===== config.mk =====
export PLATFORM = sky130hd
export DESIGN_NAME = rt_tick_chain
export DESIGN_NICKNAME = d
export VERILOG_FILES = /design/src/rtl/rt_tick_chain.sv
export SDC_FILE = /design/constraint.sdc
export NUM_CORES = 1
export LEC_CHECK = 0
export CORE_MARGIN = 1.5
export CORE_UTILIZATION = 60
export CTS_CLUSTER_SIZE = 24
export DETAILED_ROUTE_END_ITERATION = 8
export HOLD_SLACK_MARGIN = 0.03
export PLACE_DENSITY = 0.92
export RECOVER_POWER = 50
export SLEW_MARGIN = 20
export SYNTH_ARGS = -nofsm -noshare
export SYNTH_HDL_FRONTEND = slang
export SYNTH_SLANG_ARGS = --single-unit

===== constraint.sdc =====
create_clock -name sysclk -period 8.4 [get_ports sysclk]
set_clock_uncertainty 0.05 [all_clocks]
set_input_delay 1.68 -clock sysclk [delete_from_list [all_inputs] [get_ports sysclk]]
set_output_delay 1.68 -clock sysclk [all_outputs]
set_load 0.1 [all_outputs]

===== src/rtl/rt_tick_chain.sv =====
// ---------------------------------------------------------------------------
// rt_tick_chain
//
// Realtime tick generator built from a chain of programmable down-counting
// dividers. Stage 0 divides sysclk cycles (gated by enable); every later
// stage divides the pulses of the stage before it. Each stage owns a
// runtime-loadable divisor, a sticky event flag and an overrun bit that are
// reported through a read-to-clear status word.
//
// Ports
//   sysclk       in   1                    system clock
//   sysreset     in   1                    synchronous active-high reset
//   enable       in   1                    global gate; low freezes counting
//   div_in       in   WIDTH                divisor write data
//   div_load     in   NUM_STAGES           one-hot per-stage divisor strobe
//   div_out      out  NUM_STAGES*WIDTH     divisor registers, stage k at
//                                          bits [k*WIDTH +: WIDTH]
//   status_read  in   1                    read strobe, clears flags/overruns
//   status_out   out  WIDTH                [NUM_STAGES-1:0] event flags,
//                                          [2*NUM_STAGES-1:NUM_STAGES] overruns
//   pulse        out  NUM_STAGES           single-cycle tick per stage
//
// Parameters
//   NUM_STAGES   number of stages, 1..8
//   WIDTH        counter / divisor / bus width, 2*NUM_STAGES <= WIDTH
//   DEFAULT_DIVS reset divisors, packed like div_out
// ---------------------------------------------------------------------------
module rt_tick_chain #(
   parameter int                          NUM_STAGES   = 3,
   parameter int                          WIDTH        = 16,
   parameter logic [NUM_STAGES*WIDTH-1:0] DEFAULT_DIVS = {16'd50, 16'd20, 16'd50}
) (
   input  logic                        sysclk,
   input  logic                        sysreset,
   input  logic                        enable,
   input  logic [WIDTH-1:0]            div_in,
   input  logic [NUM_STAGES-1:0]       div_load,
   output logic [NUM_STAGES*WIDTH-1:0] div_out,
   input  logic                        status_read,
   output logic [WIDTH-1:0]            status_out,
   output logic [NUM_STAGES-1:0]       pulse
);

   typedef logic [WIDTH-1:0] word_t;

   word_t                 div_q [NUM_STAGES];
   word_t                 cnt_q [NUM_STAGES];
   logic [NUM_STAGES-1:0] ev;
   logic [NUM_STAGES-1:0] flag_q;
   logic [NUM_STAGES-1:0] ovr_q;

   // Counter start value for a divisor: D-1, or 0 for a disabled stage.
   function automatic word_t start_cnt(input word_t d);
      return (d == '0) ? '0 : d - word_t'(1);
   endfunction

   function automatic word_t reset_div(input int k);
      return DEFAULT_DIVS[k*WIDTH +: WIDTH];
   endfunction

   // -----------------------------------------------------------------------
   // Pulse chain. Every pulse is combinational from registered state, so a
   // carry ripples through all stages in the same cycle; this is what makes
   // pulse[k] coincide with the pulse[k-1] that produced it.
   // A pending divisor write and reset both mask the stage's pulse.
   // -----------------------------------------------------------------------
   always_comb begin : tick_chain
      logic carry;
      carry = enable;
      ev    = '0;
      pulse = '0;
      for (int k = 0; k < NUM_STAGES; k++) begin
         ev[k]    = carry;
         pulse[k] = carry
                  && (cnt_q[k] == '0)
                  && (div_q[k] != '0)
                  && !div_load[k]
                  && !sysreset;
         carry    = pulse[k];
      end
   end

   // -----------------------------------------------------------------------
   // Divisor and counter registers.
   // A write restarts the phase of its stage and wins over a same-cycle
   // event; a zero divisor parks the counter at 0 and starves the stages
   // further down the chain.
   // -----------------------------------------------------------------------
   always_ff @(posedge sysclk) begin
      if (sysreset) begin
         for (int k = 0; k < NUM_STAGES; k++) begin
            div_q[k] <= reset_div(k);
            cnt_q[k] <= start_cnt(reset_div(k));
         end
      end else begin
         for (int k = 0; k < NUM_STAGES; k++) begin
            if (div_load[k]) begin
               div_q[k] <= div_in;
               cnt_q[k] <= start_cnt(div_in);
            end else if (ev[k] && (div_q[k] != '0)) begin
               if (cnt_q[k] == '0) begin
                  cnt_q[k] <= div_q[k] - word_t'(1);
               end else begin
                  cnt_q[k] <= cnt_q[k] - word_t'(1);
               end
            end
         end
      end
   end

   // -----------------------------------------------------------------------
   // Sticky flags and overruns.
   // A read clears everything, but a pulse in the read cycle re-arms its
   // flag so that event is not lost; it cannot be an overrun because the
   // software has just consumed the previous one.
   // -----------------------------------------------------------------------
   always_ff @(posedge sysclk) begin
      if (sysreset) begin
         flag_q <= '0;
         ovr_q  <= '0;
      end else begin
         for (int k = 0; k < NUM_STAGES; k++) begin
            if (status_read) begin
               flag_q[k] <= pulse[k];
               ovr_q[k]  <= 1'b0;
            end else if (pulse[k]) begin
               flag_q[k] <= 1'b1;
               if (flag_q[k]) begin
                  ovr_q[k] <= 1'b1;
               end
            end
         end
      end
   end

   // -----------------------------------------------------------------------
   // Bus-side views.
   // -----------------------------------------------------------------------
   always_comb begin
      div_out = '0;
      for (int k = 0; k < NUM_STAGES; k++) begin
         div_out[k*WIDTH +: WIDTH] = div_q[k];
      end
   end

   always_comb begin
      status_out                                = '0;
      status_out[NUM_STAGES-1:0]                = flag_q;
      status_out[2*NUM_STAGES-1:NUM_STAGES]     = ovr_q;
   end

endmodule


# Yosys cells after proc, flatten, opt, wreduce, memory -nomap -nowiden
# Memory sizes are Yosys's and may differ from the RTL's.
# Index checks and enable logic that the tools add are counted.
# W data, S select, Z words.
# totals
rom_bits,0
out_inout_bits,67
memories,2
in_bits,23
ram_bits,96
word_cells,120
latch_bits,0
reg_bits,6
# op_classes
n_bitwise,12
mul,0
div_mod_pow,0
shift,0
n_addsub,7
eq_ne,0
n_mux,60
n_lt_le_gt_ge,0
n_reduce_logical,33
# mem_list
name,words,word_bits,read_ports,rd_clocked_by_memory_dff,write_ports,line,source
cnt_q,3,16,3,0,3,47,word_t cnt_q [NUM_STAGES];
div_q,3,16,3,0,3,46,word_t div_q [NUM_STAGES];
# ops
cell,count
$mux W16,13
$sub A16 B1 Y16 const B,7
$logic_not A16 Y1,4
$reduce_bool A16 Y1,3
$mux W1,47
$logic_and A1 B1 Y1,15
$or A1 B1 Y1,12
$reduce_and A2 Y1,3
$reduce_bool A2 Y1,3
$logic_not A1 Y1,4
$reduce_or A2 Y1,1

# Depth between registers and ports, before layout
# An unclocked memory read counts as a cell.
# logic_depth
word_depth,17
mapped_depth,17
ltp_nobuf,15

# Worst setup path before layout
# No wires, ideal clock.
# synth_timing
kind,input to output
from,input sysreset
to,output pulse[1]
arrival_time_ns,4.071
setup_slack_ns,2.599
cell_stages,5
path_buffers,1
t_required_ns,6.670
path_cell_list,clkbuf_1 -> nor4b_1 -> o41ai_1 -> or4b_4 -> nor2_1
# synth_via
elab_chain_cells,6
# synth_rtl
item,line,source
start: declaration,34,"input logic sysreset,"
$logic_not A1 Y1 (*),78,&& !sysreset;
$logic_and A1 B1 Y1,78,
$logic_and A1 B1 Y1,75,&& (cnt_q[k] == '0)
$logic_and A1 B1 Y1,76,&& (div_q[k] != '0)
$logic_and A1 B1 Y1,77,&& !div_load[k]
$logic_and A1 B1 Y1 (*),78,
end: declaration,41,output logic [NUM_STAGES-1:0] pulse
# Every way passes the cells marked *; elsewhere a longest branch is shown, timed or not.

# Final worst setup path
# layout_timing
from,input sysreset
to,output pulse[2]
# layout_via
elab_chain_cells,10
# layout_rtl
item,line
$logic_not A1 Y1 (*),78
$logic_and A1 B1 Y1,78
$logic_and A1 B1 Y1,75
$logic_and A1 B1 Y1,76
$logic_and A1 B1 Y1,77
$logic_and A1 B1 Y1,78
$logic_and A1 B1 Y1,75
$logic_and A1 B1 Y1,76
$logic_and A1 B1 Y1,77
$logic_and A1 B1 Y1 (*),78
# Marks and branches as above.

==> flow_metrics.env <==
export IMPL_ys_dominant_reg_cell="edfxtp_1"
export IMPL_worst_ep_required_time_ns=6.67
export IMPL_grt_overflow=0
export IMPL_wl_per_cell_microns=22.0
export IMPL_cts_tree="done"
export IMPL_die_width_microns=109
export IMPL_area_growth_pct=13.8
export IMPL_place_ws_ns=1.32
export IMPL_drtIter0Drc=575
export IMPL_p_per_area_mw_per_mm2=181
export IMPL_leakage_uw=0.00265
export IMPL_synth_area_leaders="edfxtp_1 43%, xnor2_1 5.9%, xor2_1 4.8%"
export IMPL_antenna_found_initial=0
export IMPL_max_freq_mhz=141
export IMPL_drc_errors=0
export IMPL_n_antenna_cell=0
export IMPL_synth_distinct_cells=66
export IMPL_synth_area_sq_mm=0.00671
export IMPL_placementRows=38
export IMPL_die_y_microns=109
export IMPL_via_count=5749
export IMPL_cp_arrival_ns=5.36
export IMPL_dr_pass1_iters=6
export IMPL_crit_path_start_kind="input pin"
export IMPL_ios=90
export IMPL_path_max_fanout=16
export IMPL_hpwl_microns=15000
export IMPL_gp_congestion=0.977
export IMPL_ir_drop_mv=0.145
export IMPL_postCtsHoldBufs=0
export IMPL_tns_ns=0
export IMPL_ctsResizeCount=0
export IMPL_slew_violations=0
export IMPL_tightest_slew_ns=1.18
export IMPL_grt_max_degree=29
export IMPL_yosysTopAreaCellShare=0.430
export IMPL_dieArea_sq_mm=0.0118
export IMPL_avgSynthCellArea_sq_um=9.72
export IMPL_cts_sinks=102
export IMPL_post_route_period_util=0.844
export IMPL_clk_latency_ns=0.39
export IMPL_cts_root_buf="clkbuf_8"
export IMPL_end_kind="output port"
export IMPL_antenna_left=0
export IMPL_htree_levels=3
export IMPL_status="complete, no violations"
export IMPL_async_flop_share=0
export IMPL_first_global_vias=5342
export IMPL_grt_pass1_wl_microns=30200
export IMPL_avgViaCountPerCell=6.43
export IMPL_initial_utilization=0.616
export IMPL_final_setup_viol_count=0
export IMPL_path_class="input pin to output port"
export IMPL_seq_area_frac_synth=0.448
export IMPL_period_needed_ns=7.09
export IMPL_whs_ns=0.421
export IMPL_cts_buffers=9
export IMPL_synth_edf_count=96
export IMPL_track_usage=0.348
export IMPL_slew_limit_headroom=0.213
export IMPL_ys_ff_latch=102
export IMPL_wl_microns=19700
export IMPL_finalWorstSetupSlack_ns=1.31
export IMPL_core_sq_mm=0.0109
export IMPL_clk_path_buf_depth=2
export IMPL_max_cap_violations=0
export IMPL_hold_path_class="flop to flop"
export IMPL_post_cts_buffers=0
export IMPL_rsz0062_at_grt="no"
export IMPL_nets=781
export IMPL_cts_clk_slew_worst_paths_ns=0.11
export IMPL_hold_viol=0
export IMPL_synth_largest_area_cell="edfxtp_1"
export IMPL_netlist_instances=690
export IMPL_port_buffers=79
export IMPL_yosys_warnings=0
export IMPL_drive_gt1_frac=0.0623
[cell type report]
cell class | instances | area (sq um)
repair buffers | 81 | 806
well taps | 140 | 175
fillers | 787 | 3250
inverters | 14 | 53.8
clock buffers | 9 | 124
flip-flops and latches | 102 | 3000
clock inverters | 7 | 81.3
multi-input cells | 541 | 3390
[registers in the layout, summed over array words and instances (netlist names)]
register  count
cnt_q        48
div_q        48
flag_q        3
ovr_q         3
[per-layer routing]
layer  global-route usage  wire length (microns)  up-vias
li1                     -                      -     2631
met1                0.492                   7830     2677
met2                0.522                   8940      376
met3               0.0592                   2080       65
met4                0.161                    818        0
met5                    0                      0        -
[Yosys cell counts, drive strengths merged (15+ instances only)]
| master | count |
|---|---|
| edfxtp | 96 |
| nor2 | 84 |
| nand2 | 73 |
| xnor2 | 45 |
| xor2 | 37 |
| a21oi | 35 |
| nor3 | 32 |
| nor4 | 27 |
| o21ai | 23 |
| buf | 22 |
| nand3 | 22 |
| clkbuf | 20 |
| o211ai | 19 |
| a211oi | 16 |
| or3 | 15 |
[cells in the final DEF (no fill, tap or decap), drive strengths merged, types with 16 or more instances in the layout]
cell type,instances
o21ai,23
xor2,37
edfxtp,96
nor4,27
inv,18
a211oi,16
clkdlybuf4s50,63
o211ai,19
nand2,73
nor3,32
dlygate4sd3,16
a21oi,35
xnor2,45
nor2,84
nand3,22
[worst max-delay path, cell delays in order]
cell             delay [ns]
dlygate4sd3_1          0.75
nor4b_1                0.43
o41ai_1                0.14
or4b_4                 0.53
nor4b_1                0.56
clkdlybuf4s50_1        1.26
[path summary, 6_finish.rpt]
path | startpoint | endpoint | slack, ns | cells after the start
worst max-delay path | sysreset | pulse[2] | 1.31 | 6
worst min-delay path | flag_q[0] | flag_q[0] | 0.42 | 2
worst max register to register | cnt_q[1][6] | cnt_q[2][12] | 3.48 | 14
worst min register to register | flag_q[0] | flag_q[0] | 0.42 | 2
[logic make-up after synthesis]
family / Yosys count / share of synthesized area
mux: 9 / 0.0136
flops: 102 / 0.448
compound gates: 111 / 0.106
buf+inv: 56 / 0.0524
other cells: 1 / 0.000559
xor+xnor: 82 / 0.107
simple gates: 320 / 0.255
fa+ha+maj: 9 / 0.0168
[where the power goes]
group          total, uW  switching [uW]  internal (uW)
Combinational        393             294           99.7
Sequential           663            57.4            606
Clock                323             203            120
Total               1380             554            826
[per-stage QoR]
stage                     utilization  std cells  instance area [sq um]  total power [uW]
after CTS                       0.701        894                   7630              1370
final                           0.701        894                   7630              1380
after floorplan                     -        699                   6740               951
after global routing            0.701        894                   7630              1410
after detailed placement        0.682        878                   7430              1060
after global placement          0.682        878                   7430              1050
(Power assumes the default switching activity.)
